File: config.mk
export PLATFORM = sky130hd
export DESIGN_NAME = dmem_ctrl
export DESIGN_NICKNAME = d
export VERILOG_FILES = /design/src/rtl/dmem_pkg.sv /design/src/rtl/load_align.sv /design/src/rtl/dmem_ctrl.sv
export SDC_FILE = /design/constraint.sdc
export NUM_CORES = 1
export LEC_CHECK = 0
export ABC_AREA = 1
export CAP_MARGIN = 10
export CORE_MARGIN = 10
export CORE_UTILIZATION = 48
export CTS_BUF_LIST = sky130_fd_sc_hd__clkbuf_4 sky130_fd_sc_hd__clkbuf_8
export CTS_CLUSTER_SIZE = 30
export DETAILED_ROUTE_END_ITERATION = 16
export GPL_ROUTABILITY_DRIVEN = 0
export GPL_TIMING_DRIVEN = 0
export PLACE_DENSITY = 0.87
export SETUP_SLACK_MARGIN = 0.02
export SYNTH_ARGS = -nofsm -noshare
export SYNTH_HDL_FRONTEND = slang
export SYNTH_SLANG_ARGS = --single-unit
File: constraint.sdc
create_clock -name clk -period 1.7 [get_ports clk]
set_input_delay 0.34 -clock clk [delete_from_list [all_inputs] [get_ports clk]]
set_output_delay 0.34 -clock clk [all_outputs]
set_load 0.02 [all_outputs]
File: src/rtl/dmem_pkg.sv
// Shared types and constants for the data-memory controller.
package dmem_pkg;

  typedef enum logic [1:0] {
    IDLE = 2'd0,
    REQ  = 2'd1,
    DONE = 2'd2
  } dmem_state_t;

  localparam logic [2:0] F3_B  = 3'b000;
  localparam logic [2:0] F3_H  = 3'b001;
  localparam logic [2:0] F3_W  = 3'b010;
  localparam logic [2:0] F3_BU = 3'b100;
  localparam logic [2:0] F3_HU = 3'b101;

  localparam int TIMEOUT_DEF = 15;

  // func3[1:0] selects size: 00 byte, 01 half, anything else is a word.
  function automatic logic is_aligned(input logic [2:0] f3, input logic [1:0] off);
    case (f3[1:0])
      2'b00:   return 1'b1;
      2'b01:   return ~off[0];
      default: return (off == 2'b00);
    endcase
  endfunction

endpackage

File: src/rtl/load_align.sv
// Extracts and extends a byte/half/word from a captured bus word.
module load_align
  import dmem_pkg::*;
#(
  parameter int DATA_W = 32
) (
  input  logic [DATA_W-1:0] word,
  input  logic [1:0]        off,
  input  logic [2:0]        func3,
  output logic [DATA_W-1:0] rd
);

  logic [DATA_W-1:0] sh;
  logic              sext;

  // Shift the addressed lane down, then extend by size; func3[2] marks unsigned.
  always_comb begin
    sh   = word >> {off, 3'b000};
    sext = ~func3[2];
    case (func3[1:0])
      2'b00:   rd = {{(DATA_W-8){sh[7] & sext}}, sh[7:0]};
      2'b01:   rd = {{(DATA_W-16){sh[15] & sext}}, sh[15:0]};
      default: rd = word;
    endcase
  end

endmodule

File: src/rtl/dmem_ctrl.sv
// MEM-stage data-memory controller: IDLE/REQ/DONE handshake to a word bus,
// store lane steering, load extraction and an ack timeout.
module dmem_ctrl
  import dmem_pkg::*;
#(
  parameter int DM_ADDRESS = 9,
  parameter int DATA_W     = 32,
  parameter int TIMEOUT    = TIMEOUT_DEF
) (
  input  logic                  clk,
  input  logic                  reset,
  input  logic                  mem_read,
  input  logic                  mem_write,
  input  logic [DM_ADDRESS-1:0] addr,
  input  logic [DATA_W-1:0]     wr_data,
  input  logic [2:0]            func3,
  output logic [DATA_W-1:0]     rd_data,
  output logic                  stall,
  output logic                  misalign,
  output logic                  bus_err,
  output logic                  bus_req,
  output logic                  bus_we,
  output logic [DM_ADDRESS-3:0] bus_addr,
  output logic [3:0]            bus_be,
  output logic [DATA_W-1:0]     bus_wdata,
  input  logic [DATA_W-1:0]     bus_rdata,
  input  logic                  bus_ack
);

  localparam int CW = $clog2(TIMEOUT + 1);

  dmem_state_t       state;
  logic [CW-1:0]     wait_cnt;
  logic [DATA_W-1:0] cap_data;
  logic              ld_q;
  logic [1:0]        off_q;
  logic [2:0]        f3_q;

  logic              access, is_store, aligned;
  logic [3:0]        st_be;
  logic [DATA_W-1:0] st_wdata;
  logic [DATA_W-1:0] ld_val;

  assign access   = mem_read | mem_write;
  assign is_store = mem_write;
  assign aligned  = is_aligned(func3, addr[1:0]);

  // Reset overrides everything so a frozen pipeline is released immediately.
  assign stall    = ~reset & (((state == IDLE) & access & aligned) | (state == REQ));
  assign misalign = ~reset & (state == IDLE) & access & ~aligned;

  // Store lane enables and replicated write data.
  always_comb begin
    case (func3[1:0])
      2'b00: begin
        st_be    = 4'b0001 << addr[1:0];
        st_wdata = {(DATA_W/8){wr_data[7:0]}};
      end
      2'b01: begin
        st_be    = 4'b0011 << addr[1:0];
        st_wdata = {(DATA_W/16){wr_data[15:0]}};
      end
      default: begin
        st_be    = 4'b1111;
        st_wdata = wr_data;
      end
    endcase
  end

  load_align #(.DATA_W(DATA_W)) u_align (
    .word  (cap_data),
    .off   (off_q),
    .func3 (f3_q),
    .rd    (ld_val)
  );

  // Only a completed load drives a value; a timeout leaves cap_data at zero.
  assign rd_data = ((state == DONE) & ld_q) ? ld_val : '0;

  // Handshake FSM with registered bus outputs and the ack wait counter.
  always_ff @(posedge clk) begin
    if (reset) begin
      state     <= IDLE;
      wait_cnt  <= '0;
      bus_req   <= 1'b0;
      bus_we    <= 1'b0;
      bus_be    <= 4'b0000;
      bus_addr  <= '0;
      bus_wdata <= '0;
      cap_data  <= '0;
      bus_err   <= 1'b0;
      ld_q      <= 1'b0;
      off_q     <= 2'b00;
      f3_q      <= 3'b000;
    end else begin
      case (state)
        IDLE: begin
          bus_err <= 1'b0;
          if (access & aligned) begin
            state     <= REQ;
            bus_req   <= 1'b1;
            bus_we    <= is_store;
            bus_addr  <= addr[DM_ADDRESS-1:2];
            bus_be    <= is_store ? st_be : 4'b1111;
            bus_wdata <= is_store ? st_wdata : '0;
            ld_q      <= ~is_store;
            off_q     <= addr[1:0];
            f3_q      <= func3;
          end
        end
        REQ: begin
          if (bus_ack) begin
            cap_data <= bus_rdata;
            bus_req  <= 1'b0;
            wait_cnt <= '0;
            state    <= DONE;
          end else if (wait_cnt == CW'(TIMEOUT - 1)) begin
            cap_data <= '0;
            bus_req  <= 1'b0;
            bus_err  <= 1'b1;
            wait_cnt <= '0;
            state    <= DONE;
          end else begin
            wait_cnt <= wait_cnt + 1'b1;
          end
        end
        DONE: begin
          bus_err <= 1'b0;
          state   <= IDLE;
        end
        default: state <= IDLE;
      endcase
    end
  end

endmodule

==> reports/qor.txt <==
Initial Util -> 0.491
Vias/cell -> 5.90
Clock root cell -> clkbuf_8
Pin count of the biggest net entering global routing -> 17
Status -> complete, but fails checks
Gr ovfl total -> 0
Chip Height -> 120 um
Clock sink count -> 90
Share of cells above drive strength 1 -> 0.254
Number of flops mapped to enable cells by yosys -> 0
Synth unique cells -> 36
Sequential share of the synthesized area -> 0.375
1st-iter DRT viols -> 831
Pre-antenna DRT Iters -> 9
Least-Margin Pin Slew -> 0.606 ns
Nature of the critical path startpoint -> register
Synth top area share -> 0.375
Crit path kind -> reg -> out
Finish-stage setup viols -> 34
Fin Clk Skew -> 0.0137 ns
Static Leak -> 3.61 nW
Net count after synthesis -> 790
Commonest non-fill, non-tap cell in the layout -> nand2_1
GRT met1 Usage -> 0.297
M2 GR Usage -> 0.413
WL final -> 22.0 mm
CTS clk-pin slew, worst paths -> 0.09 ns
Maxcap violations -> 0
Reg2reg start -> wait_cnt[1]
Hold Startpoint -> reset
First-pass GRT wire length -> 29.7 mm
I/O pin cnt -> 161
Crit Path Max Fanout -> 6
Area grow syn2layout -> 59.0%
CTS H-Tree Depth -> 3
Required time of the critical path -> 1.36 ns
FMAX -> 417 MHz
Slack of the critical path -> -0.701 ns
Setup crit end kind -> output pin
Synthesis Warnings -> 0
GRT busiest layer -> met2
Filler cells -> 608
Unrepaired setup endpoints after global routing -> yes
Synthesized flop and latch total -> 90
Final ANT Viol Nets -> 0
Cell Rows -> 36
VDD IR max -> 0.515 mV
Final setup TNS -> -13.77 ns
Die area -> 0.0144 mm2
Power per Cell Area -> 786 mW/mm2
Grt met3 use -> 0.0877
HPWL Detailed -> 12.7 mm
Input/output buffers -> 156
Core ar. -> 0.00977 mm2
Ys async rst share -> 0
Clock Tree Buf Depth -> 2
Hold Path Class -> in -> reg
Num CTS Buffers -> 9
Relative slew slack -> 0.596
GRT Total Usage -> 0.252
Initial antenna violation count -> 0
Synthesized netlist cell count -> 707
Ranking of synthesized cells by area -> dfxtp_1 38%, nand2_1 14%, o21ai_0 7.6%
Most used DFF post-synth -> dfxtp_1
Drc violations -> 0
Commonest cells after routing, fill and taps aside -> 161 x nand2_1, 85 x dfxtp_1, 74 x clkdlybuf4s50_1, 64 x nor2_1, 62 x o21ai_0
Clock latency at the later pin of the worst-skew pair -> 0.37 ns
Final Max Tran Viols -> 0
Routed via count -> 6,178
Cell taking the most area after synthesis -> dfxtp_1
Synthesized area per cell -> 6.79 um2
Die W -> 120 um
Final core occ -> 0.781
Final net count -> 992
CP startpoint -> off_q[1]
WL/cell -> 21.0 um
CTS tree -> built
Hold Violations, Final -> 0
Vias in the first global route -> 5,564
Minimum clock period -> 2.40 ns
Failing checks -> setup timing
Antenna cells -> 0
Synthesized area -> 0.00480 mm2
Crit path DAT -> 2.06 ns
Final period util -> 1.41
[cell type report]
cell class | count | area, um2 | share of cell area
buffer | 47 | 405 | 0.0531
clock buffer | 9 | 124 | 0.0162
clock inverter | 7 | 100 | 0.0131
inverter | 65 | 272 | 0.0356
multi-input combinational | 504 | 2810 | 0.368
sequential | 90 | 1820 | 0.238
tap | 133 | 166 | 0.0218
timing repair buffer | 192 | 1940 | 0.254
[report_power, final]
group	total, mW	leakage, nW	internal, mW	switching [mW]
clock network	1.69	0.102	0.839	0.855
registers	2.34	0.737	2.24	0.101
logic	1.97	2.78	0.840	1.13
total	6.00	3.61	3.92	2.08
[Yosys cell counts (2+ instances only)]
cell type and count:
a21oi_1 47, a21oi_2 2, buf_2 16, buf_4 2, buf_6 12, clkbuf_1 14, dfxtp_1 90, ha_1 2
inv_1 59, inv_2 2, inv_4 3, nand2_1 183, nand2_2 7, nand2_4 2, nand3_1 54, nand3_2 3
nor2_1 75, nor2_2 7, nor2_4 5, nor2_8 2, nor3_1 9, o211ai_1 2, o21a_1 8, o21ai_0 73
o22ai_1 16, xor2_1 2
[sequential cells by signal, indices dropped and copies added, names as in the netlist]
register,cells
wait_cnt,4
bus_be,4
ld_q,1
off_q,2
cap_data,32
state,2
bus_err,1
bus_req,1
f3_q,3
bus_addr,7
bus_wdata,32
bus_we,1
[worst max-delay path: stages (launching register included)]
cell     delay, ns
dfxtp_4       0.40
inv_4         0.10
buf_8         0.12
buf_4         0.16
nand2_1       0.11
a21oi_1       0.33
nand2_1       0.15
nand3_2       0.09
nand2_1       0.05
inv_1         0.07
buf_6         0.12
[kinds of logic after synthesis]
kind of cell               after synthesis  share of synthesized area
AOI/OAI and AO/OA                      149                      0.169
xor gates and xnor gates                 2                    0.00365
adders and majority gates                2                    0.00521
buffers and inverters                  113                      0.122
DFF                                     90                      0.375
and+or+nand+nor                        351                      0.325
[repair_timing]
| action | 4_1_cts | 5_1_grt |
|---|---|---|
| setup buffers | 22 | 11 |
| setup endpoints to repair | 65 | 66 |
| hold buffers | 0 | 0 |
| pin swaps | 13 | 22 |
| cloned | 2 | 2 |
| gates resized for setup | 316 | 87 |
[per-layer routing]
metal	wire, um	part of all wire
met2	10100	0.46
met1	7720	0.35
met3	2840	0.13
met4	1270	0.058
met5	0	0
[stage by stage]
step / setup WS (ns) / total power [mW] / hold WS [ns] / cell area, um2 / cells
floorplan: 0.0811 / 3.22 / 0.448 / 4800 / 707
finish: -0.701 / 6.00 / 0.297 / 7630 / 1047
CTS: -0.349 / 5.64 / 0.274 / 7190 / 1035
detailed placement: -1.02 / 3.80 / 0.452 / 6530 / 996
global route: -0.780 / 6.18 / 0.309 / 7630 / 1047
global placement: -1.02 / 3.78 / 0.447 / 6530 / 996
[worst paths after layout]
kind | to | slack, ns | cells after the start
worst min-delay path | bus_wdata[0] | 0.30 | 2
worst max register to register | cap_data[30] | 0.09 | 7
worst min register to register | bus_wdata[5] | 0.47 | 2
worst max-delay path | rd_data[14] | -0.70 | 10
Note: power is estimated with default switching activity, not from simulation.
